### src/rtl/fp8_mul_sequencer.sv
// Collects operand bytes A then B, issues them to the FP8 multiplier, and waits MUL_LATENCY cycles.
// It then holds the product on a valid/ready port; source is stalled (in_ready low) until the result is taken.
module fp8_mul_sequencer #(
  parameter int MUL_LATENCY = 1
) (
  input  logic       clk,
  input  logic       rst_n,
  input  logic       ena,
  input  logic [7:0] in_data,
  input  logic       in_valid,
  output logic       in_ready,
  output logic [7:0] mul_a,
  output logic [7:0] mul_b,
  output logic       mul_start,
  input  logic [7:0] mul_result,
  output logic [7:0] res_data,
  output logic       res_valid,
  input  logic       res_ready,
  output logic       busy,
  output logic [7:0] op_count
);

  typedef enum logic [2:0] {IDLE, GET_B, ISSUE, WAIT, HOLD} state_t;

  state_t     state;
  logic [3:0] cnt;

  // Handshake strobes depend only on registered state and ena, never on in_valid/res_ready.
  assign in_ready  = rst_n && ena && (state == IDLE || state == GET_B);
  assign mul_start = rst_n && ena && (state == ISSUE);
  assign res_valid = (state == HOLD);
  assign busy      = (state != IDLE);

  always_ff @(posedge clk) begin
    if (!rst_n) begin
      state    <= IDLE;
      mul_a    <= 8'd0;
      mul_b    <= 8'd0;
      res_data <= 8'd0;
      op_count <= 8'd0;
      cnt      <= 4'd0;
    end else if (ena) begin
      case (state)
        IDLE: begin
          if (in_valid) begin
            mul_a <= in_data;
            state <= GET_B;
          end
        end
        GET_B: begin
          if (in_valid) begin
            mul_b <= in_data;
            state <= ISSUE;
          end
        end
        ISSUE: begin
          cnt   <= 4'(MUL_LATENCY - 1);
          state <= WAIT;
        end
        WAIT: begin
          // cnt reaches zero in the cycle the multiplier output becomes valid.
          if (cnt == 4'd0) begin
            res_data <= mul_result;
            state    <= HOLD;
          end else begin
            cnt <= cnt - 4'd1;
          end
        end
        HOLD: begin
          if (res_ready) begin
            op_count <= op_count + 8'd1;
            state    <= IDLE;
          end
        end
        default: state <= IDLE;
      endcase
    end
  end

endmodule

### config.mk
export PLATFORM = sky130hd
export DESIGN_NAME = fp8_mul_sequencer
export DESIGN_NICKNAME = d
export VERILOG_FILES = /design/src/rtl/fp8_mul_sequencer.sv
export SDC_FILE = /design/constraint.sdc
export NUM_CORES = 1
export LEC_CHECK = 0
export ABC_AREA = 1
export BUFFER_PORTS_ARGS = -buffer_cell sky130_fd_sc_hd__buf_2
export CORE_UTILIZATION = 44
export CTS_BUF_LIST = sky130_fd_sc_hd__clkbuf_16
export DETAILED_ROUTE_END_ITERATION = 6
export GPL_ROUTABILITY_DRIVEN = 0
export GPL_TIMING_DRIVEN = 0
export PLACE_DENSITY = 0.74
export SLEW_MARGIN = 25
export SYNTH_ARGS = -nofsm -noshare
export SYNTH_HDL_FRONTEND = slang
export SYNTH_SLANG_ARGS = --single-unit
### constraint.sdc
create_clock -name clk -period 1.1 [get_ports clk]
set_input_delay 0.055 -clock clk [delete_from_list [all_inputs] [get_ports clk]]
set_output_delay 0.055 -clock clk [all_outputs]
set_load 0.05 [all_outputs]
# Word-level counts from Yosys, hierarchy flattened
# Cells that the tools add are included.
dict set report word_totals {
  regBits 39
  latch_bits 0
  ramBits 0
  romBits 0
  input_bits 21
  out_inout_bits 36
  elab_cells 38
  n_memories 0
}
dict set report op_classes {
  n_addsub 2
  multipliers 0
  n_div 0
  n_lt_le_gt_ge 0
  n_eq_ne 9
  shift 0
  n_mux 7
  n_bitwise 0
  n_reduce_logical 14
}
# cell n
set ops {}
lappend ops {{3-bit case mux with 5 select lines} 1}
lappend ops {{3-bit AND reduction} 5}
lappend ops {{3-bit 2-to-1 mux} 4}
lappend ops {{8-bit by 1-bit adder with 8-bit output (second input constant)} 1}
lappend ops {{2-bit != test (second input constant)} 4}
lappend ops {{4-bit case mux with 2 select lines} 1}
lappend ops {{3-bit by 2-bit equality test with 1-bit output (second input constant)} 2}
lappend ops {{5-bit AND reduction} 1}
lappend ops {{4-bit zero test} 1}
lappend ops {{4-bit 2-to-1 mux} 1}
lappend ops {{4-bit by 1-bit subtractor with 4-bit output (second input constant)} 1}
lappend ops {{3-bit by 1-bit equality test with 1-bit output (second input constant)} 1}
lappend ops {{3-bit equality test (second input constant)} 1}
lappend ops {{1-bit logical AND} 3}
lappend ops {{3-bit zero test} 1}
lappend ops {{3-bit nonzero test} 1}
lappend ops {{2-bit by 1-bit != test with 1-bit output (second input constant)} 1}
lappend ops {{2-bit nonzero test} 1}
lappend ops {{1-bit logical OR} 1}

# Logic depth before layout (Yosys ltp)
dict set report depth {
  depth_word 3
  depth_mapped 9
  ltp_nobuf 9
}

# Worst setup path before layout
# Ideal clock, no wire load.
dict set report synth_path {
  path_kind {register to output}
  start {register state[0]}
  end {output port in_ready}
  t_arrival_ps 2211
  t_required_ps 1045
  slack_ps -1166
  stages_incl_launch_ff 4
  path_buffers 0
  cell_sequence {dfxtp_1 > nor2_2 > nand2_1 > a211oi_1}
}
dict set report synth_via {
  elab_chain_cells 3
  word_cells_on_any_way 4
  cone_classes {1 x eq/ne; 3 x reduce/logical}
}
# element line
set synth_lines {}
lappend synth_lines {{start: declaration} 25} ;# state_t state;
lappend synth_lines {{start signal: assignment} 36} ;# state <= IDLE;
lappend synth_lines {{start signal: assignment} 47} ;# state <= GET_B;
lappend synth_lines {{start signal: assignment} 53} ;# state <= ISSUE;
lappend synth_lines {{3-bit by 1-bit equality test with 1-bit output / 3-bit zero test (equally long branches)} 29} ;# assign in_ready = rst_n && ena && (state == IDLE || state == GET_B);
lappend synth_lines {{1-bit logical OR (*)} 29}
lappend synth_lines {{1-bit logical AND (*)} 29}
lappend synth_lines {{end: declaration} 11} ;# output logic in_ready,
# Mark *: on every way between the ends. The rest lies on a longest branch, timed or not.

# Worst setup path in the final report
dict set report layout_path {
  start {register state[2]}
  end {output port in_ready}
}
# The elaborated chain is that of the path after synthesis.

==> impl_metrics.toml <==
[grt]
grt_pass1_vias = 1710
grt_usage_pct = 23.0
grt_antenna_before_repair = 0
grt_pass1_wl_mm = 7.44
grt.overflow.total = 0
grt_max_degree = 13

[placement]
hpwl_mm = 2.80
port_buffers = 56
place_inst = 339

[floorplanning]
dieArea_um2 = 4110
ioPinCount = 57
rows = 22
die_h_um = 64.1
die_w_um = 64.1
initial_core_util_pct = 46.1
core_um2 = 3690

[pwr]
switching_share_pct = 33.0
seqPwrFrac_pct = 39.4
p_comb_share_pct = 25.6
p_clk_share_pct = 35.0
ir_drop_mv = 1.21
leakagePower_nw = 1.20
netSwitchingPower_mw = 1.31
power_density_nw_per_um2 = 1520
p_int_mw = 2.67

[sta]
hold_violations = 0
setup_violations = 43
postLayoutSetupSlackWorst_ns = -0.248
fmax_ghz = 0.742
post-route-period-util_pct = 123
tightestPinTransition_ns = 0.597
clock_skew_ns = 0.00400
slew_headroom_pct = 60.2
min_period_ns = 1.35
slew_violations = 0
hold_slack_ns = 0.00507
fin_tns_setup_ns = -5.80
grt_setup_unrepaired = "true"

[routing]
dr.pass1.iters = 4
topRoutingLayerUsed = "met4"
viasPerCell = 4.94
dr_wl_met3_um = 246
wl_per_cell_um = 12.6
wl_met2_mm = 2.25
drt_iter0_markers = 92
ant_nets = 0
wl_met1_mm = 2.01
drc = 0
wl_mm = 4.60
num_vias = 1797

[clock_tree]
cts_tree = "built"
clk_path_buf_depth = 2
htreeDepth = 2
clkTransAtPathRegs_ns = 0.06
insertion_delay_ns = 0.28
numCtsBuffers = 5
clock-sinks = 39
cts-root-buf = "clkbuf_16"

[yosys]
synth-xor-area-share_pct = 1.03
synth.distinct_cells = 21
synth_top_cell_by_area = "dfxtp_1"
synth_top_family_by_area = "simple AND/OR/NAND/NOR gates"
ys_seq_elements = 39
synthMuxAreaShare_pct = 0
synth_area_um2 = 1700
synthCells = 235
synth_fa_ha_area_share_pct = 2.21
syn_area_per_cell_um2 = 7.23
yosysTopAreaCellShare_pct = 45.9
synth_compound_area_share_pct = 14.5
synth_area_leaders = "dfxtp_1 46%, nor2_1 9.7%, nand2_1 7.3%"
synth_fp_nets = 259
yosysWarnings = 0
synthSimpleGateAreaFrac_pct = 28.1
yosysSeqAreaShare_pct = 45.9

[setup_path]
startpoint = "state[2]$_SDFFE_PN0P_"
path_max_fanout = 4
reg2reg_slack_ns = -0.20
worstSetupEndpointType = "output pin"
r2r-end = "mul_a[7]$_SDFFE_PN0P_"
worstPathRequired_ns = 1.04
path_class = "reg -> out"
start_kind = "flip-flop"
critPathArrivalTime_ns = 1.29
reg2reg_from = "state[2]$_SDFFE_PN0P_"
rr_worst_depth = 6

[outcome]
status = "complete, but fails checks"
violations = "negative setup slack"

[finish]
n_antenna_cell = 0
drive_gt1_share_pct = 45.3
finalCoreUtilization_pct = 71.1
final_cells = 364
syn_to_final_growth_pct = 54.3
fin_nets = 339

[job]
max_cap_viol_count = 0

[worst_hold_path]
hold_start = "in_data[4]"
hold_depth = 3
hold_class = "in -> reg"
min_to = "mul_b[4]$_SDFFE_PN0P_"
## worst max path at each step
stage	to	cells after the start
2_1_floorplan	in_ready	3
3_3_place_gp	mul_a[3]$_SDFFE_PN0P_	5
3_5_place_dp	mul_a[3]$_SDFFE_PN0P_	5
4_1_cts	in_ready	4
5_1_grt	mul_b[7]$_SDFFE_PN0P_	7
6_report	in_ready	4
## metal layers
layer | up-vias | global-route usage (%)
li1 | 914 | -
met2 | 51 | 39.9
met1 | 821 | 27.1
met4 | 0 | 7.78
met5 | - | 0
met3 | 11 | 6.43
## Yosys cell counts (all sizes together)
library cell  number
nand3             10
o21a               1
inv               30
xor2               2
a31oi              1
nor3              13
a21oi             16
o21ai             29
dfxtp             39
nor2              51
nand2             33
a211oi             1
ha                 3
clkbuf             4
buf                2
## logic make-up after synthesis
family | Yosys count
AOI/OAI and AO/OA | 48
xor gates and xnor gates | 2
adders and majority gates | 3
buffers and inverters | 36
and+or+nand+nor | 107
DFF | 39
## layout by cell type (no fill, tap or decap), types with 2 or more instances in the layout
| master | instances |
|---|---|
| nand3_4 | 2 |
| nor2_1 | 37 |
| dfxtp_2 | 5 |
| nand3_1 | 5 |
| nor2_2 | 6 |
| clkbuf_1 | 4 |
| nor3_1 | 10 |
| o21ai_0 | 4 |
| inv_1 | 23 |
| a21oi_2 | 3 |
| o21ai_2 | 7 |
| inv_4 | 3 |
| nand3_2 | 3 |
| buf_6 | 12 |
| nor2_4 | 7 |
| dfxtp_4 | 7 |
| nand2_1 | 27 |
| inv_2 | 4 |
| buf_2 | 52 |
| a21oi_1 | 13 |
| dfxtp_1 | 27 |
| nand2_2 | 4 |
| nand2_4 | 2 |
| nor3_2 | 2 |
| clkbuf_16 | 5 |
| buf_4 | 10 |
| o21ai_1 | 17 |
## power groups by stage
stage                     clock network [mW]  logic (mW)  registers, mW
final                                   1.39        1.02           1.57
after global routing                    1.45        1.09           1.58
after CTS                               1.39       0.931           1.56
after detailed placement                   0       0.813           1.59
after global placement                     0       0.808           1.59
after floorplan                            0       0.431           1.79
## final cells by class
cell class,count,area [um2]
Clock inverter,3,16.3
Sequential cell,39,813
Inverter,30,125
Fill cell,319,1070
Clock buffer,5,125
Timing Repair Buffer,73,458
Buffer,6,37.5
Tap cell,48,60.1
Multi-Input combinational cell,160,986
## critical path: stages (launching register included)
cell	delay, ns
dfxtp_4	0.37
nor2_4	0.17
nand2_4	0.07
a211oi_4	0.21
buf_6	0.19
## what timing repair did
action | CTS | global route
buffers inserted | 9 | 5
endpoints found under the setup margin | 43 | 43
pin swaps | 6 | 12
hold buffers | 1 | 0
resized for setup | 25 | 31
gates cloned | 2 | 0
endpoints found under the hold margin | 1 | 0
## metrics by stage
stage	setup slack [ns]	power (mW)	area [um2]
finish	-0.248	3.98	2620
CTS	-0.215	3.89	2490
global placement	-0.172	2.40	2170
floorplan	-0.170	2.22	1830
global route	-0.299	4.12	2620
detailed placement	-0.179	2.41	2170
## state kept, by name (all words and copies together), names as in the netlist
name / cells
mul_a: 8
mul_b: 8
op_count: 8
res_data: 8
cnt: 4
state: 3
No activity file was read; power rests on OpenSTA's default activity.
